<file path="src/rtl/pool_relu_stream_if.sv">
// Stream bus for the pooling/ReLU stage: pixel input, per-frame controls,
// and the pooled output with its valid and frame-done strobes.
interface pool_relu_stream_if #(
    parameter int DATA_BITS = 12,
    parameter int CHANNELS  = 3
);
    logic                          valid_in;
    logic [CHANNELS*DATA_BITS-1:0] data_in;
    logic                          mode_avg;
    logic                          relu_en;
    logic [CHANNELS*DATA_BITS-1:0] data_out;
    logic                          valid_out;
    logic                          frame_done;

    // Pixel source / result sink side
    modport master (
        output valid_in, data_in, mode_avg, relu_en,
        input  data_out, valid_out, frame_done
    );

    // Pooling stage side
    modport slave (
        input  valid_in, data_in, mode_avg, relu_en,
        output data_out, valid_out, frame_done
    );
endinterface

</file>
<file path="src/rtl/pool_relu_stream.sv">
// Streaming 2x2 / stride-2 max or average pooling followed by optional ReLU.
// Pixels arrive in raster order with arbitrary gaps; every valid cycle is
// accepted. One pooled pixel leaves per 2x2 window, one cycle after the
// window's bottom-right pixel is accepted.

// One channel: horizontal pair, line buffer of pairs, vertical combine.
module pool_relu_lane #(
    parameter int DATA_BITS = 12,
    parameter int DEPTH     = 12,
    parameter int IDX_BITS  = 4
) (
    input  logic                        clk,
    input  logic                        rst,
    input  logic                        hold_en,
    input  logic                        wr_en,
    input  logic                        out_en,
    input  logic [IDX_BITS-1:0]         idx,
    input  logic                        mode_avg,
    input  logic                        relu,
    input  logic signed [DATA_BITS-1:0] sample,
    output logic signed [DATA_BITS-1:0] result
);
    logic signed [DATA_BITS-1:0] held;
    logic signed [DATA_BITS:0]   line_buf [DEPTH];
    logic signed [DATA_BITS:0]   pair;
    logic signed [DATA_BITS:0]   above;
    logic signed [DATA_BITS:0]   vmax;
    logic signed [DATA_BITS+1:0] vsum;
    logic signed [DATA_BITS-1:0] pooled;

    // Horizontal pair (held even-col sample with current odd-col sample),
    // then vertical combine with the pair stored on the even row.
    always_comb begin
        if (mode_avg)
            pair = (DATA_BITS+1)'(held) + (DATA_BITS+1)'(sample);
        else
            pair = (held > sample) ? (DATA_BITS+1)'(held) : (DATA_BITS+1)'(sample);
        above  = line_buf[idx];
        vmax   = (pair > above) ? pair : above;
        vsum   = (DATA_BITS+2)'(pair) + (DATA_BITS+2)'(above);
        // Max of in-range samples and floor of a 4-sample mean both fit DATA_BITS
        pooled = mode_avg ? DATA_BITS'(vsum >>> 2) : DATA_BITS'(vmax);
        if (relu && pooled[DATA_BITS-1])
            pooled = '0;
    end

    // Even-column sample waits here for its odd-column partner
    always_ff @(posedge clk) begin
        if (hold_en)
            held <= sample;
    end

    // Even-row pairs are parked until the odd row below consumes them
    always_ff @(posedge clk) begin
        if (wr_en)
            line_buf[idx] <= pair;
    end

    // Registered result, held until the next pooled pixel
    always_ff @(posedge clk or posedge rst) begin
        if (rst)
            result <= '0;
        else if (out_en)
            result <= pooled;
    end
endmodule

module pool_relu_stream #(
    parameter int DATA_BITS = 12,
    parameter int CHANNELS  = 3,
    parameter int IN_WIDTH  = 24,
    parameter int IN_HEIGHT = 24,
    parameter int COL_BITS  = 5,
    parameter int ROW_BITS  = 5
) (
    input  logic                clk,
    input  logic                rst,
    pool_relu_stream_if.slave   bus
);
    localparam int HALF_W   = IN_WIDTH / 2;
    localparam int IDX_BITS = (COL_BITS > 1) ? COL_BITS - 1 : 1;

    logic [COL_BITS-1:0] col;
    logic [ROW_BITS-1:0] row;
    logic                mode_q;
    logic                relu_q;
    logic                first;
    logic                col_last;
    logic                row_last;
    logic                mode;
    logic                relu;
    logic                hold_en;
    logic                wr_en;
    logic                out_en;
    logic [IDX_BITS-1:0] idx;
    logic                valid_q;
    logic                done_q;
    logic [CHANNELS-1:0][DATA_BITS-1:0] lane_out;

    // Position decode; controls of pixel (0,0) apply to its own frame at once
    always_comb begin
        first    = (col == '0) && (row == '0);
        col_last = (col == COL_BITS'(IN_WIDTH - 1));
        row_last = (row == ROW_BITS'(IN_HEIGHT - 1));
        mode     = first ? bus.mode_avg : mode_q;
        relu     = first ? bus.relu_en  : relu_q;
        hold_en  = bus.valid_in && !col[0];
        wr_en    = bus.valid_in &&  col[0] && !row[0];
        out_en   = bus.valid_in &&  col[0] &&  row[0];
        idx      = IDX_BITS'(col >> 1);
    end

    // Raster counters and per-frame control latch, advanced on accepted pixels
    always_ff @(posedge clk or posedge rst) begin
        if (rst) begin
            col    <= '0;
            row    <= '0;
            mode_q <= 1'b0;
            relu_q <= 1'b0;
        end else if (bus.valid_in) begin
            if (first) begin
                mode_q <= bus.mode_avg;
                relu_q <= bus.relu_en;
            end
            if (col_last) begin
                col <= '0;
                row <= row_last ? '0 : row + 1'b1;
            end else begin
                col <= col + 1'b1;
            end
        end
    end

    // Output strobes, aligned with the registered lane results
    always_ff @(posedge clk or posedge rst) begin
        if (rst) begin
            valid_q <= 1'b0;
            done_q  <= 1'b0;
        end else begin
            valid_q <= out_en;
            done_q  <= out_en && row_last && col_last;
        end
    end

    for (genvar k = 0; k < CHANNELS; k++) begin : g_lane
        pool_relu_lane #(
            .DATA_BITS (DATA_BITS),
            .DEPTH     (HALF_W),
            .IDX_BITS  (IDX_BITS)
        ) u_lane (
            .clk      (clk),
            .rst      (rst),
            .hold_en  (hold_en),
            .wr_en    (wr_en),
            .out_en   (out_en),
            .idx      (idx),
            .mode_avg (mode),
            .relu     (relu),
            .sample   (bus.data_in[k*DATA_BITS +: DATA_BITS]),
            .result   (lane_out[k])
        );
    end

    assign bus.data_out   = lane_out;
    assign bus.valid_out  = valid_q;
    assign bus.frame_done = done_q;
endmodule

</file>
<file path="src/flat_wrapper.sv">
// flat-port wrapper written by rule: the top's interface ports become plain ports
module pool_relu_stream_flat 
#(
    parameter int DATA_BITS = 12,
    parameter int CHANNELS  = 3,
    parameter int IN_WIDTH  = 24,
    parameter int IN_HEIGHT = 24,
    parameter int COL_BITS  = 5,
    parameter int ROW_BITS  = 5
)
  (clk, rst, bus_valid_in, bus_data_in, bus_mode_avg, bus_relu_en, bus_data_out, bus_valid_out, bus_frame_done);
  pool_relu_stream_if #(.DATA_BITS(DATA_BITS), .CHANNELS(CHANNELS)) bus_i ();
  input  logic clk;
  input  logic rst;
  input wire logic [$bits(bus_i.valid_in)-1:0] bus_valid_in;
  input wire logic [$bits(bus_i.data_in)-1:0] bus_data_in;
  input wire logic [$bits(bus_i.mode_avg)-1:0] bus_mode_avg;
  input wire logic [$bits(bus_i.relu_en)-1:0] bus_relu_en;
  output wire logic [$bits(bus_i.data_out)-1:0] bus_data_out;
  output wire logic [$bits(bus_i.valid_out)-1:0] bus_valid_out;
  output wire logic [$bits(bus_i.frame_done)-1:0] bus_frame_done;
  assign bus_i.valid_in = bus_valid_in;
  assign bus_i.data_in = bus_data_in;
  assign bus_i.mode_avg = bus_mode_avg;
  assign bus_i.relu_en = bus_relu_en;
  assign bus_data_out = bus_i.data_out;
  assign bus_valid_out = bus_i.valid_out;
  assign bus_frame_done = bus_i.frame_done;
  pool_relu_stream #(.DATA_BITS(DATA_BITS), .CHANNELS(CHANNELS), .IN_WIDTH(IN_WIDTH), .IN_HEIGHT(IN_HEIGHT), .COL_BITS(COL_BITS), .ROW_BITS(ROW_BITS)) u_core (.clk(clk), .rst(rst), .bus(bus_i));
endmodule
</file>
<file path="config.mk">
export PLATFORM = sky130hd
export DESIGN_NAME = pool_relu_stream_flat
export DESIGN_NICKNAME = d
export VERILOG_FILES = /design/src/rtl/pool_relu_stream_if.sv /design/src/rtl/pool_relu_stream.sv /design/src/flat_wrapper.sv
export SDC_FILE = /design/constraint.sdc
export NUM_CORES = 1
export LEC_CHECK = 0
export BUFFER_PORTS_ARGS = -buffer_cell sky130_fd_sc_hd__buf_4
export CAP_MARGIN = 20
export CORE_MARGIN = 2
export CORE_UTILIZATION = 40
export CTS_CLUSTER_DIAMETER = 40
export DETAILED_ROUTE_END_ITERATION = 12
export PLACE_DENSITY = 0.61
export SLEW_MARGIN = 25
export SYNTH_ARGS = -nofsm -noshare
export SYNTH_HDL_FRONTEND = slang
export SYNTH_SLANG_ARGS = --single-unit
</file>
<file path="constraint.sdc">
create_clock -name clk -period 7.07 [get_ports clk]
set_input_delay 1.414 -clock clk [delete_from_list [all_inputs] [get_ports clk]]
set_output_delay 1.414 -clock clk [all_outputs]
set_load 0.03 [all_outputs]
</file>
* Word level (Yosys, flattened, before mapping)
Memories as Yosys holds them, arrays and structs flattened. Cells that the tools add are included.
Word-level totals: register bits 86, bits in latches 0, bits in writable memories 468, memory bits (read-only) 0, output and inout bits 38, memories 3
Memories:
- u_core.g_lane[0].u_lane.line_buf | words 12, bits a word 13, rd ports 1, clocked after memory_dff 0, wr ports 1, RTL line pool_relu_stream.sv:24 | logic signed [DATA_BITS:0] line_buf [DEPTH];
- u_core.g_lane[1].u_lane.line_buf | words 12, bits a word 13, rd ports 1, clocked after memory_dff 0, wr ports 1, RTL line pool_relu_stream.sv:24
- u_core.g_lane[2].u_lane.line_buf | words 12, bits a word 13, rd ports 1, clocked after memory_dff 0, wr ports 1, RTL line pool_relu_stream.sv:24
Cells by class: $add $sub $neg 8, $mul 0, divide/modulo/power cells 0, order comparisons 6, equality and inequality tests 2, shift operators 0, muxes and demuxes 21, bitwise operators 0, reduce and logical (&&, ||, !) cells 15
Operators with widths (count):
- 2-to-1 mux 12 bit | 9
- 2-to-1 mux 13 bit | 6
- adder 13 x 13 -> 14 bit | 3
- adder 12 x 12 -> 13 bit | 3
- > comparator 13 bit | 3
- > comparator 12 bit | 3
- adder 5 x 1 -> 5 bit, second input constant | 2
- == test 5 bit, second input constant | 2
- logical AND 1 bit | 10
- zero test 5 bit | 2
- 2-to-1 mux 5 bit | 2
- 2-to-1 mux 1 bit | 4
- zero test 1 bit | 2
- AND reduction 2 bit | 1

* Longest topological paths before layout
depth in word-level cells 9, mapped depth 29

* Hierarchy
A second synthesis with hierarchy kept.
Second synthesis, totals: cells, all modules 1930, area total of the unflattened synthesis 27521.4 sq um
Modules (own cells, without submodules):
- pool_relu_lane at u_core.g_lane[1].u_lane ... | instances 2, cells an instance 617, area each 8883.5 sq um
- pool_relu_lane at u_core.g_lane[0].u_lane | instances 1, cells an instance 626, area each 8983.6 sq um
- pool_relu_stream | instances 1, cells an instance 70, area each 770.7 sq um

* Worst setup path before layout
OpenSTA, ideal clock, no wires.
kind register to register, start point reg u_core.col[1], end point reg u_core.g_lane[1].u_lane.result[0], data arrival time 7.390 ns, slack -0.397 ns, stages on the path, launching flop included 29, path buffers 11, clock period less this slack 7.467 ns, path through dfrtp_1 buf_4 buf_4 buf_2 buf_2 buf_1 clkbuf_1 inv_1 ha_1 a41o_1 o21ai_1 clkbuf_1 clkbuf_1 buf_1 clkbuf_1 nand2_1 o21ai_0 ha_1 nor4_1 nand4b_1 nand2b_1 o21ai_0 or4_1 or3_1 and3_1 buf_6 or4_1 o211a_1 o21ai_1
Between the ends: longest elaborated chain between the ends 9, elaborated cells on any way between the ends 12, those cells by class add/sub: 1; order compare: 1; mux: 6; reduce/logical: 3; memory: 1
Ends and longest elaborated chain:
- start, declared | RTL line pool_relu_stream.sv:83 | logic [COL_BITS-1:0] col;
- start signal, assigned | RTL line pool_relu_stream.sv:129 | col <= col + 1'b1;
- zero test 5 bit * | RTL line pool_relu_stream.sv:102 | first = (col == '0) && (row == '0);
- logical AND 1 bit * | RTL line pool_relu_stream.sv:102
- 2-to-1 mux 1 bit * | RTL line pool_relu_stream.sv:105 | mode = first ? bus.mode_avg : mode_q;
- 2-to-1 mux 13 bit * | RTL line pool_relu_stream.sv:34 | if (mode_avg)
- net u_core.g_lane[1].u_lane.pair[7] | RTL line pool_relu_stream.sv:25 | logic signed [DATA_BITS:0] pair;
- > comparator 13 bit | RTL line pool_relu_stream.sv:39 | vmax = (pair > above) ? pair : above;
- 2-to-1 mux 12 bit | RTL line pool_relu_stream.sv:39
- 2-to-1 mux 12 bit * | RTL line pool_relu_stream.sv:42 | pooled = mode_avg ? DATA_BITS'(vsum >>> 2) : DATA_BITS'(vmax);
- logical AND 1 bit | RTL line pool_relu_stream.sv:43 | if (relu && pooled[DATA_BITS-1])
- 2-to-1 mux 12 bit * | RTL line pool_relu_stream.sv:43
- end signal, assigned | RTL line pool_relu_stream.sv:64 | result <= pooled;
- end, declared | RTL line pool_relu_stream.sv:21 | output logic signed [DATA_BITS-1:0] result
The timed path passes the listed nets; every way through them passes the cells marked *. A chain may end at the register's enable or synchronous reset.

* Worst setup path after layout
start point in bus_data_in[20], end point reg u_core.g_lane[1].u_lane.result[10]
Between the ends: longest elaborated chain between the ends 8, elaborated cells on any way between the ends 10, those cells by class add/sub: 2; order compare: 2; mux: 5; reduce/logical: 1
Ends and longest elaborated chain:
- start, declared | RTL line flat_wrapper.sv:16 | input wire logic [$bits(bus_i.data_in)-1:0] bus_data_in;
- > comparator 12 bit | RTL line pool_relu_stream.sv:37 | pair = (held > sample) ? (DATA_BITS+1)'(held) : (DATA_BITS+1)'(sample);
- 2-to-1 mux 13 bit | RTL line pool_relu_stream.sv:37
- 2-to-1 mux 13 bit * | RTL line pool_relu_stream.sv:34
- net u_core.g_lane[1].u_lane.pair[9] | RTL line pool_relu_stream.sv:25
- > comparator 13 bit | RTL line pool_relu_stream.sv:39
- 2-to-1 mux 12 bit | RTL line pool_relu_stream.sv:39
- 2-to-1 mux 12 bit * | RTL line pool_relu_stream.sv:42
- logical AND 1 bit | RTL line pool_relu_stream.sv:43
- 2-to-1 mux 12 bit * | RTL line pool_relu_stream.sv:43
Marked as above.

==> results.ini <==
[drt]
routed_wl_per_cell_um=21.4
antenna_left=0
routed_wl_mm=64.7
route.vias.total=16599
drt_drc_violations_left=0
drt_iter0_drc=1321
first_pass_iters=5
vias_per_cell=5.50

[layout]
layout.filler_cells=5818
finalNonFillerCells=3016
synthToLayoutAreaGrowth_pct=17.0
sequential_cell_area_mm2=0.0164
multi_input_area_mm2=0.0102
diodes=0
finalInstanceArea_mm2=0.0319
post-route-util_pct=47.4
nNetsFinal=2286
post_route_cells_drive_above_1_share_pct=20.9

[global_route]
antenna_violations_before_repair=0
grt_start_max_net_pins=65
first_global_vias=16986
gr-total-overflow=0
grt_pass1_wl_mm=98.9
grt_usage_pct=18.4

[timing]
min_period_ns=6.40
slew_violations=0
slew_headroom_pct=45.1
fmax_mhz=156
layout_worst_path_cycle_share_pct=90.5
timing.final.setup_violations=0
final.setup_skew_ns=0.0146
fin_tns_setup_ns=0
whs_ns=0.486
setup_repair_after_global_routing_missed_its_margin=false
timing_worst_slew_pin_value_ns=0.823
hold_violation_count_in_the_final_report=0

[pwr]
power_density_mw_per_mm2=474
power_leakage_nw=11.9
irDropWorstVdd_v=0.000264

[placement]
port_buffers=78
dp_cells=2888
place_hpwl_mm=41.1
placed_area_mm2=0.0294
gpl_congestion=0.898

[setup_path]
setup_crit_start_kind=primary input
worst_setup_path_startpoint=bus_data_in[20]
timing.critical_path.depth=21
cp_data_arrival_time_ns=6.89
critical_path.max_fanout=11
r2r_depth=19
library_cell_contributing_the_largest_single_delay_on_the_critical_path=or4_1
critical_path.cell_chain=buf_4, inv_1, ha_1, nand4_1, a211oi_1, o31ai_1, a21boi_1, buf_4, mux2i_1, mux2i_1, ha_1, nor4_1, nand4b_1, nand2b_1, o21ai_0, or4_1, or3_1, and3_1, o21ai_0, a31o_2, o21ai_0
cpMostUsedCell=o21ai_0
timing.critical_path.required_ns=7.56
cpLargestDelayFamily=simple AND/OR/NAND/NOR gates
rr_startpoint=u_core.g_lane[1].u_lane.held[9]$_DFFE_PP_
crit_path_end_kind=flop
critical_path_buf_inv_count=3
crit_path_max_incr_delay_ns=0.49
criticalPathCategory=in2reg

[synthesis]
synth_largest_area_cell=edfxtp_1
syn-num-nets=2126
cell_with_the_most_instances_after_synthesis=edfxtp_1
yosys-top-cells-count=504 x edfxtp_1, 154 x ha_1, 130 x inv_1, 120 x nor2_1, 117 x mux4_2
synth.yosys.warnings=0
syn_area_per_cell_um2=14.1
share_of_synthesized_area_occupied_by_flip_flops_and_latches_pct=60.1
count_of_state_elements_after_synthesis=554
synthesis.instances=1928
synthArstFlopShare_pct=9.03
post-synth-top-area-fraction_pct=55.5
ys_dominant_reg_cell=edfxtp_1
synth-edff-count=504
synth_cell_types=71
mappedNetlistArea_mm2=0.0273
ranking_of_synthesized_cells_by_area=edfxtp_1 56%, mux4_2 9.7%, ha_1 7.1%

[clock_network]
cts_resized=0
cts_post_setup_buffers_inserted=0
insertion_delay_ns=0.63
cts-htree-levels=3
cts_inserted_buffers=71
cts.sink_count=554
path_clk_slew_ns=0.06
clk_root_buffer_cell=clkbuf_16
count_of_hold_buffers_inserted_by_post_cts_repair=0
ctsLongestPathBuffers=3
cts_tree=yes

[min_path]
min_path_type=reg2reg
hold_path_startpoint=u_core.g_lane[0].u_lane.result[7]$_DFFE_PP0P_
min_path_cells=2

[die]
dieArea_mm2=0.0703
initial_utilization_pct=40.5
rows=95
core_area_mm2=0.0673
design.portCount=79
die_x_um=265
die_h_um=265

[status]
status=finished clean

[job]
max_cap_violations=0

cell type report:
cell class,instances,share of cell area [%]
Clock buffer,77,5.64
Inverter,130,1.53
Multi-Input combinational cell,1164,31.9
Timing Repair Buffer,167,4.05
Clock inverter,51,2.09
Sequential cell,554,51.4
Tap cell,873,3.42
final timing paths:
kind / to / slack, ns
min in group asynchronous: u_core.bus.frame_done$_DFF_PP0_ / 1.02
max in group asynchronous: u_core.col[1]$_DFFE_PP0P_ / 5.46
worst max register to register: u_core.g_lane[1].u_lane.result[10]$_DFFE_PP0P_ / 1.16
worst max-delay path: u_core.g_lane[1].u_lane.result[10]$_DFFE_PP0P_ / 0.67
worst min-delay path: u_core.g_lane[0].u_lane.result[7]$_DFFE_PP0P_ / 0.49
worst min register to register: u_core.g_lane[0].u_lane.result[7]$_DFFE_PP0P_ / 0.49
stage by stage:
stage	worst slack (ns)	power (mW)
global route	0.236	16.0
CTS	0.683	15.2
floorplan	0.0289	9.34
detailed placement	0.0523	11.5
global placement	0.106	11.4
finish	0.672	15.1
power breakdown:
group	internal, mW	leakage (nW)	total, mW	switching, mW
registers	4.17	5.18	4.39	0.213
logic	2.80	5.49	6.99	4.20
clock network	2.22	1.21	3.73	1.52
total	9.19	11.9	15.1	5.93
metal layers:
metal	GRT usage [%]	vias up	part of all wire, %
li1	-	7679	-
met1	23.8	8486	43
met2	32.1	328	51
met3	2.88	106	3.4
met4	5.24	0	2.3
met5	0	-	0
tightest hold or removal path, stage by stage, from the launching register on:
cell and delay, ns:
dfrtp_1 0.34, nand2_1 0.05, o21ai_1 0.06
flip-flops by register name, summed over array words and instances, names as in the netlist:
name                           cells
u_core.relu_q                      1
u_core.row                         5
u_core.col                         5
u_core.g_lane.u_lane.held         36
u_core.g_lane.u_lane.line_buf    468
u_core.bus.frame_done              1
u_core.mode_q                      1
u_core.g_lane.u_lane.result       36
u_core.bus.valid_out               1
layout by cell type (no fill, tap or decap), types with 7 or more instances in the layout:
cell type  count
edfxtp_1     504
buf_4        164
ha_1         154
inv_1        129
mux4_2       117
a21oi_1      116
nand2_1      115
nor2_1       110
o21ai_0       91
mux2i_1       75
clkbuf_16     71
dfrtp_1       46
xnor2_1       34
nor3_1        32
nand3_1       26
o21bai_1      24
xor2_1        23
nand2b_1      22
nor2b_1       16
a211oi_1      15
a31oi_1       13
o31ai_1       13
nand4_1       12
a21o_1        10
nor4_1        10
o21ai_1       10
nor2_4        10
inv_8         10
mux2_2         9
inv_6          9
bufinv_16      8
o211ai_1       7
kinds of logic (layout without fill, tap and decap cells):
group	Yosys count	in the layout	synth area share [%]
AND/OR/NAND/NOR	387	387	6.60
AO/OA/AOI/OAI	362	362	8.35
multiplexers	201	201	12.8
adder cells (fa/ha/maj)	157	157	7.29
buffers and inverters	210	425	3.06
flip-flops	554	554	60.1
XOR/XNOR	57	57	1.83
No activity file was read; power rests on OpenSTA's default activity.
